File: config.mk
export PLATFORM = sky130hd
export DESIGN_NAME = io_bus_master
export DESIGN_NICKNAME = d
export VERILOG_FILES = /design/src/rtl/io_bus_pkg.sv /design/src/rtl/io_bus_master.sv
export SDC_FILE = /design/constraint.sdc
export NUM_CORES = 1
export LEC_CHECK = 0
export ABC_AREA = 1
export CAP_MARGIN = 30
export CORE_AREA = 2 2 103 105
export DETAILED_ROUTE_END_ITERATION = 12
export DIE_AREA = 0 0 105 107
export PLACE_DENSITY = 0.8
export SLEW_MARGIN = 20
export SYNTH_ARGS = -nofsm -noshare
export SYNTH_HDL_FRONTEND = slang
export SYNTH_SLANG_ARGS = --single-unit
File: constraint.sdc
create_clock -name iClk -period 1.82 [get_ports iClk]
set_clock_uncertainty 0.1 [all_clocks]
set_input_delay 0.182 -clock iClk [delete_from_list [all_inputs] [get_ports iClk]]
set_output_delay 0.182 -clock iClk [all_outputs]
set_load 0.01 [all_outputs]
File: src/rtl/io_bus_pkg.sv
// Shared types and constants for the peripheral I/O bus initiator.
package io_bus_pkg;

  typedef enum logic [2:0] {
    ST_IDLE  = 3'd0,
    ST_ISSUE = 3'd1,
    ST_WAIT  = 3'd2,
    ST_NEXT  = 3'd3,
    ST_DONE  = 3'd4
  } state_e;

  // Strobe encodings on the bus RW pair (bit1 = read, bit0 = write)
  localparam logic [1:0] RW_IDLE = 2'b00;
  localparam logic [1:0] RW_WR   = 2'b01;
  localparam logic [1:0] RW_RD   = 2'b10;

  // port[15:7] of the 0x380-0x3FF window
  localparam logic [8:0] WIN_BASE_DEF = 9'h007;

  // Returned for read bytes that got no answer (skipped or timed out)
  localparam logic [7:0] MISS_FILL = 8'hFF;

endpackage

File: src/rtl/io_bus_master.sv
// Initiator end of the 8-bit peripheral I/O bus: decodes the port window,
// splits word accesses into two byte cycles and times out silent responders.
module io_bus_master
  import io_bus_pkg::*;
#(
  parameter int unsigned TIMEOUT  = 15,
  parameter logic [8:0]  WIN_BASE = WIN_BASE_DEF
) (
  input  logic        iClk,
  input  logic        iRstN,
  input  logic        iReq,
  input  logic        iWr,
  input  logic        iWord,
  input  logic [15:0] iPort,
  input  logic [15:0] iWrData,
  output logic        oBusy,
  output logic        oDone,
  output logic [15:0] oRdData,
  output logic        oTimeout,
  output logic [1:0]  oBusRW,
  output logic [6:0]  oBusAdr,
  output logic [7:0]  oBusData,
  input  logic [7:0]  iBusData,
  input  logic        iBusAck
);

  state_e      state_q, state_d;
  logic        wr_q, wr_d, word_q, word_d, idx_q, idx_d;
  logic [15:0] port_q, port_d, wdata_q, wdata_d, rdata_q, rdata_d;
  logic [7:0]  cnt_q, cnt_d, bdata_q, bdata_d;
  logic        tmo_q, tmo_d, busy_q, busy_d, done_q, done_d;
  logic [1:0]  rw_q, rw_d;
  logic [6:0]  adr_q, adr_d;
  logic        dec;

  // State register
  always_ff @(posedge iClk or negedge iRstN) begin
    if (!iRstN) state_q <= ST_IDLE;
    else        state_q <= state_d;
  end

  // Next state plus next values of every registered output; the strobe is
  // computed on entry to ISSUE so it is high exactly while ISSUE is current.
  always_comb begin
    state_d = state_q;
    wr_d    = wr_q;
    word_d  = word_q;
    port_d  = port_q;
    wdata_d = wdata_q;
    idx_d   = idx_q;
    cnt_d   = cnt_q;
    rdata_d = rdata_q;
    tmo_d   = tmo_q;
    adr_d   = adr_q;
    bdata_d = bdata_q;
    rw_d    = RW_IDLE;
    dec     = 1'b0;
    case (state_q)
      ST_IDLE: if (iReq) begin
        wr_d    = iWr;
        word_d  = iWord;
        port_d  = iPort;
        wdata_d = iWrData;
        idx_d   = 1'b0;
        rdata_d = '0;
        tmo_d   = 1'b0;
        dec     = 1'b1;
      end
      ST_ISSUE: begin
        cnt_d   = '0;
        state_d = ST_WAIT;
      end
      ST_WAIT: begin
        if (iBusAck) begin
          // ack beats a simultaneous expiry
          if (!wr_q) begin
            if (idx_q) rdata_d[15:8] = iBusData;
            else       rdata_d[7:0]  = iBusData;
          end
          state_d = ST_NEXT;
        end else begin
          cnt_d = cnt_q + 8'd1;
          if (cnt_d == 8'(TIMEOUT)) begin
            if (!wr_q) begin
              if (idx_q) rdata_d[15:8] = MISS_FILL;
              else       rdata_d[7:0]  = MISS_FILL;
            end
            tmo_d   = 1'b1;
            state_d = ST_NEXT;
          end
        end
      end
      ST_NEXT: begin
        if (word_q && !idx_q) begin
          idx_d  = 1'b1;
          port_d = port_q + 16'd1;
          dec    = 1'b1;
        end else begin
          state_d = ST_DONE;
        end
      end
      ST_DONE: state_d = ST_IDLE;
      default: state_d = ST_IDLE;
    endcase

    // Window decode of the byte about to be handled
    if (dec) begin
      if (port_d[15:7] == WIN_BASE) begin
        state_d = ST_ISSUE;
        rw_d    = wr_d ? RW_WR : RW_RD;
        adr_d   = port_d[6:0];
        bdata_d = !wr_d ? 8'h00 : (idx_d ? wdata_d[15:8] : wdata_d[7:0]);
      end else begin
        state_d = ST_NEXT;
        if (!wr_d) begin
          if (idx_d) rdata_d[15:8] = MISS_FILL;
          else       rdata_d[7:0]  = MISS_FILL;
        end
      end
    end

    busy_d = (state_d != ST_IDLE);
    done_d = (state_d == ST_DONE);
  end

  // Datapath and output registers
  always_ff @(posedge iClk or negedge iRstN) begin
    if (!iRstN) begin
      wr_q    <= 1'b0;
      word_q  <= 1'b0;
      idx_q   <= 1'b0;
      port_q  <= '0;
      wdata_q <= '0;
      rdata_q <= '0;
      cnt_q   <= '0;
      tmo_q   <= 1'b0;
      busy_q  <= 1'b0;
      done_q  <= 1'b0;
      rw_q    <= RW_IDLE;
      adr_q   <= '0;
      bdata_q <= '0;
    end else begin
      wr_q    <= wr_d;
      word_q  <= word_d;
      idx_q   <= idx_d;
      port_q  <= port_d;
      wdata_q <= wdata_d;
      rdata_q <= rdata_d;
      cnt_q   <= cnt_d;
      tmo_q   <= tmo_d;
      busy_q  <= busy_d;
      done_q  <= done_d;
      rw_q    <= rw_d;
      adr_q   <= adr_d;
      bdata_q <= bdata_d;
    end
  end

  assign oBusy    = busy_q;
  assign oDone    = done_q;
  assign oRdData  = rdata_q;
  assign oTimeout = tmo_q;
  assign oBusRW   = rw_q;
  assign oBusAdr  = adr_q;
  assign oBusData = bdata_q;

endmodule
==> key figures <==
Status
  • Status: finished with violations
  • Failing checks: setup timing

Cells and area
  • Final antenna diode count: 0
  • Post-route insts no fill: 963
  • Most frequent cells in the layout: 171 x nand2_1, 81 x dfrtp_1, 80 x clkdlybuf4s50_1, 77 x inv_1
  • Layout cells sized above 1: 25.4%
  • Commonest non-fill, non-tap cell in the layout: nand2_1
  • Fill count: 794
  • Final nets: 871
  • Finished Cell Area: 6930 sq um
  • Area delta synth->final: 43.5%
  • Area of the multi-input gates: 2590 sq um
  • Reg area: 2050 sq um

Power
  • Gate power share: 58.8%
  • Leakage power: 3.32 nW
  • Sequential share of power: 27.9%
  • Clk pwr share: 13.3%
  • Worst vdd ir: 0.651 mV
  • Power density over cell area: 1520 nW/um^2
  • Int Power: 0.00579 W
  • Net Sw Power: 0.00474 W
  • Overall Power: 0.0105 W
  • Switch share: 45.0%

Synthesis
  • Post-Synth Adder-Cell Area: 0.778%
  • Asr flop ratio synth: 100%
  • Mean Syn Cell Area: 7.31 sq um
  • YS warnings: 0
  • Mux cell area share after synthesis: 0.207%
  • Xor/xnor share of the synthesized area: 0.544%
  • Post-synthesis register bit count: 82
  • Post-synth EDFFs: 0
  • Instance count of the mapped netlist: 660
  • Primary FF master, synth: dfrtp_1
  • Mapped Nets: 709
  • Register area share after synthesis: 42.5%
  • Post-Synth Simple-Gate Area: 37.5%
  • Synth cell types: 38
  • Largest family of logic cells by synthesized area: simple AND/OR/NAND/NOR gates
  • Synth Area in Compound Gates: 9.18%
  • Post-Syn Area: 4830 sq um

GRT
  • Vias in the first global route: 4982
  • Global route overflow: 0
  • First-pass GRT wire length: 22800 um
  • Gr usage total: 25.4%
  • Largest net degree at the start of global routing: 38
  • Initial antenna violation count: 0

STA
  • Count of final hold-check violations: 0
  • Final hold slack: 195 ps
  • RSZ-0062 raised after global routing: true
  • Fin crit period: 2210 ps
  • Final Setup Violations: 37
  • Max_slew headroom: 62.8%
  • Slew @ Worst Pin: 557 ps
  • PnR worst setup slack: -386 ps
  • Crit share post-route: 121%
  • Highest Clock Rate: 0.453 GHz
  • Max Slew Vio Count: 0

Floorplanning
  • Io pins: 82
  • Die height: 107 um
  • # rows: 37
  • Core area: 10100 sq um
  • Die X: 105 um
  • Die area: 11200 sq um
  • Starting density of the core: 47.8%

Place
  • GPL Wtd Cong: 0.879
  • Post-DP HPWL: 10400 um
  • DP Area: 6360 sq um
  • PortBufs: 81
  • Inst Count DP: 937

Worst setup path
  • CP max FO: 7
  • Path depth of the worst reg2reg path: 15
  • Critical path type: flip-flop to flip-flop
  • Type of origin of the critical path: flip-flop
  • CP required: 1990 ps
  • Worst setup EP type: flip-flop
  • CP arrival: 2380 ps

Clock network
  • Clk slew on worst S/H paths: 90 ps
  • Skew-Pair Late Insertion Delay: 370 ps
  • Clk sinks: 82
  • CTS max path bufs: 2
  • CTS tree: yes
  • H-tree levels: 3
  • Total CTS buffers: 9
  • Root buf cell: clkbuf_8

Flow run
  • Max-capacitance violation count: 0

Detailed routing
  • Drt first pass iters: 5
  • Antenna Nets Post-Route: 0
  • Via-to-Cell Ratio: 5.25
  • Drt drc: 0
  • Iter 0 DRT Violations: 334
  • DRT Wirelength: 14600 um
  • WL/cell: 15.1 um
  • Detailed-route via count: 5051

Hold path
  • Hold Crit Class: input port to async pin
cells by family (layout without fill, tap and decap cells):
group / after synthesis / count (layout)
mux: 1 / 1
flops: 82 / 82
fa+ha+maj: 3 / 3
xor+xnor: 3 / 3
compound gates: 73 / 73
simple gates: 390 / 391
buf+inv: 108 / 274
power groups by stage:
stage	clock network (W)	logic, W	registers [W]
6_report	0.00140	0.00619	0.00293
2_1_floorplan	0	0.00300	0.00294
4_1_cts	0.00140	0.00572	0.00289
5_1_grt	0.00146	0.00672	0.00299
3_5_place_dp	0	0.00550	0.00291
3_3_place_gp	0	0.00530	0.00288
flip-flops by register name, summed over array words and instances, names as in the netlist:
register,count
word_q,1
oRdData,16
wdata_q,16
state_q,3
oBusAdr,7
port_q,16
idx_q,1
cnt_q,8
oBusy,1
oBusRW,2
wr_q,1
oTimeout,1
oBusData,8
oDone,1
stage by stage:
step                TNS [ps]  util (%)  setup slack, ps
finish                -12110      68.6             -386
global placement      -11350      63.0             -341
global route          -16870      68.6             -510
floorplan              -3510         -             -137
detailed placement    -14280      63.0             -421
CTS                   -10680      66.6             -348
synth_stat cells (7+ instances only):
cell type	instances	area share (%)
dfrtp_1	82	43
nor2_4	8	1.9
nor3_1	13	1.3
nand2_2	15	1.9
buf_2	8	0.83
nor2_1	80	6.2
nand3_1	51	5.3
nand2_1	185	14
o21bai_1	11	1.7
inv_1	85	6.6
a21oi_1	21	2.2
nand4_1	13	1.7
nand3_2	7	1.5
o21ai_0	24	2.5
nor2_2	9	1.2
worst paths after layout:
kind	to	startpoint	slack (ps)
worst max-delay path	oBusAdr[2]	state_q[2]	-390
worst min register to register	oBusData[7]	oBusData[7]	390
min in group iClk	wdata_q[12]	iWrData[12]	270
worst max register to register	oBusAdr[2]	state_q[2]	-390
worst min-delay path	cnt_q[3]	iRstN	190
max in group asynchronous	port_q[10]	iRstN	820
critical path: stages, from the launching register on:
cell and delay, ps:
dfrtp_1 430, buf_6 140, inv_2 60, nand3_2 70, buf_6 150, or2_0 200, nor2_1 100, nor2_1 60
nand2_2 120, nand2_2 70, nor2_2 100, nand2_2 90, nor2_4 200, nand3_1 110, nand2_1 80, inv_1 40
layer usage:
metal / track usage (%) / vias to the layer above / share of wire, %
met5: 0 / - / 0
met4: 12.0 / 0 / 2.6
met3: 3.53 / 28 / 5.0
met2: 45.6 / 190 / 52
met1: 30.0 / 2413 / 40
li1: - / 2420 / -
what timing repair did:
item / 4_1_cts / 5_1_grt
buffers inserted: 4 / 4
endpoints found under the setup margin: 42 / 49
hold endpoints to repair: 30 / 0
gates resized for setup: 26 / 50
pin swaps: 10 / 16
gates cloned: 1 / 0
hold buffers: 1 / 0
cell type report:
cell class              count  share of cell area (%)
repair buffers            168                    22.5
inverters                  90                    5.00
flip-flops and latches     82                    29.6
well taps                 136                    2.46
clock buffers               9                    1.79
clock inverters             7                    1.14
multi-input cells         471                    37.4
No activity file was read; power rests on OpenSTA's default activity.
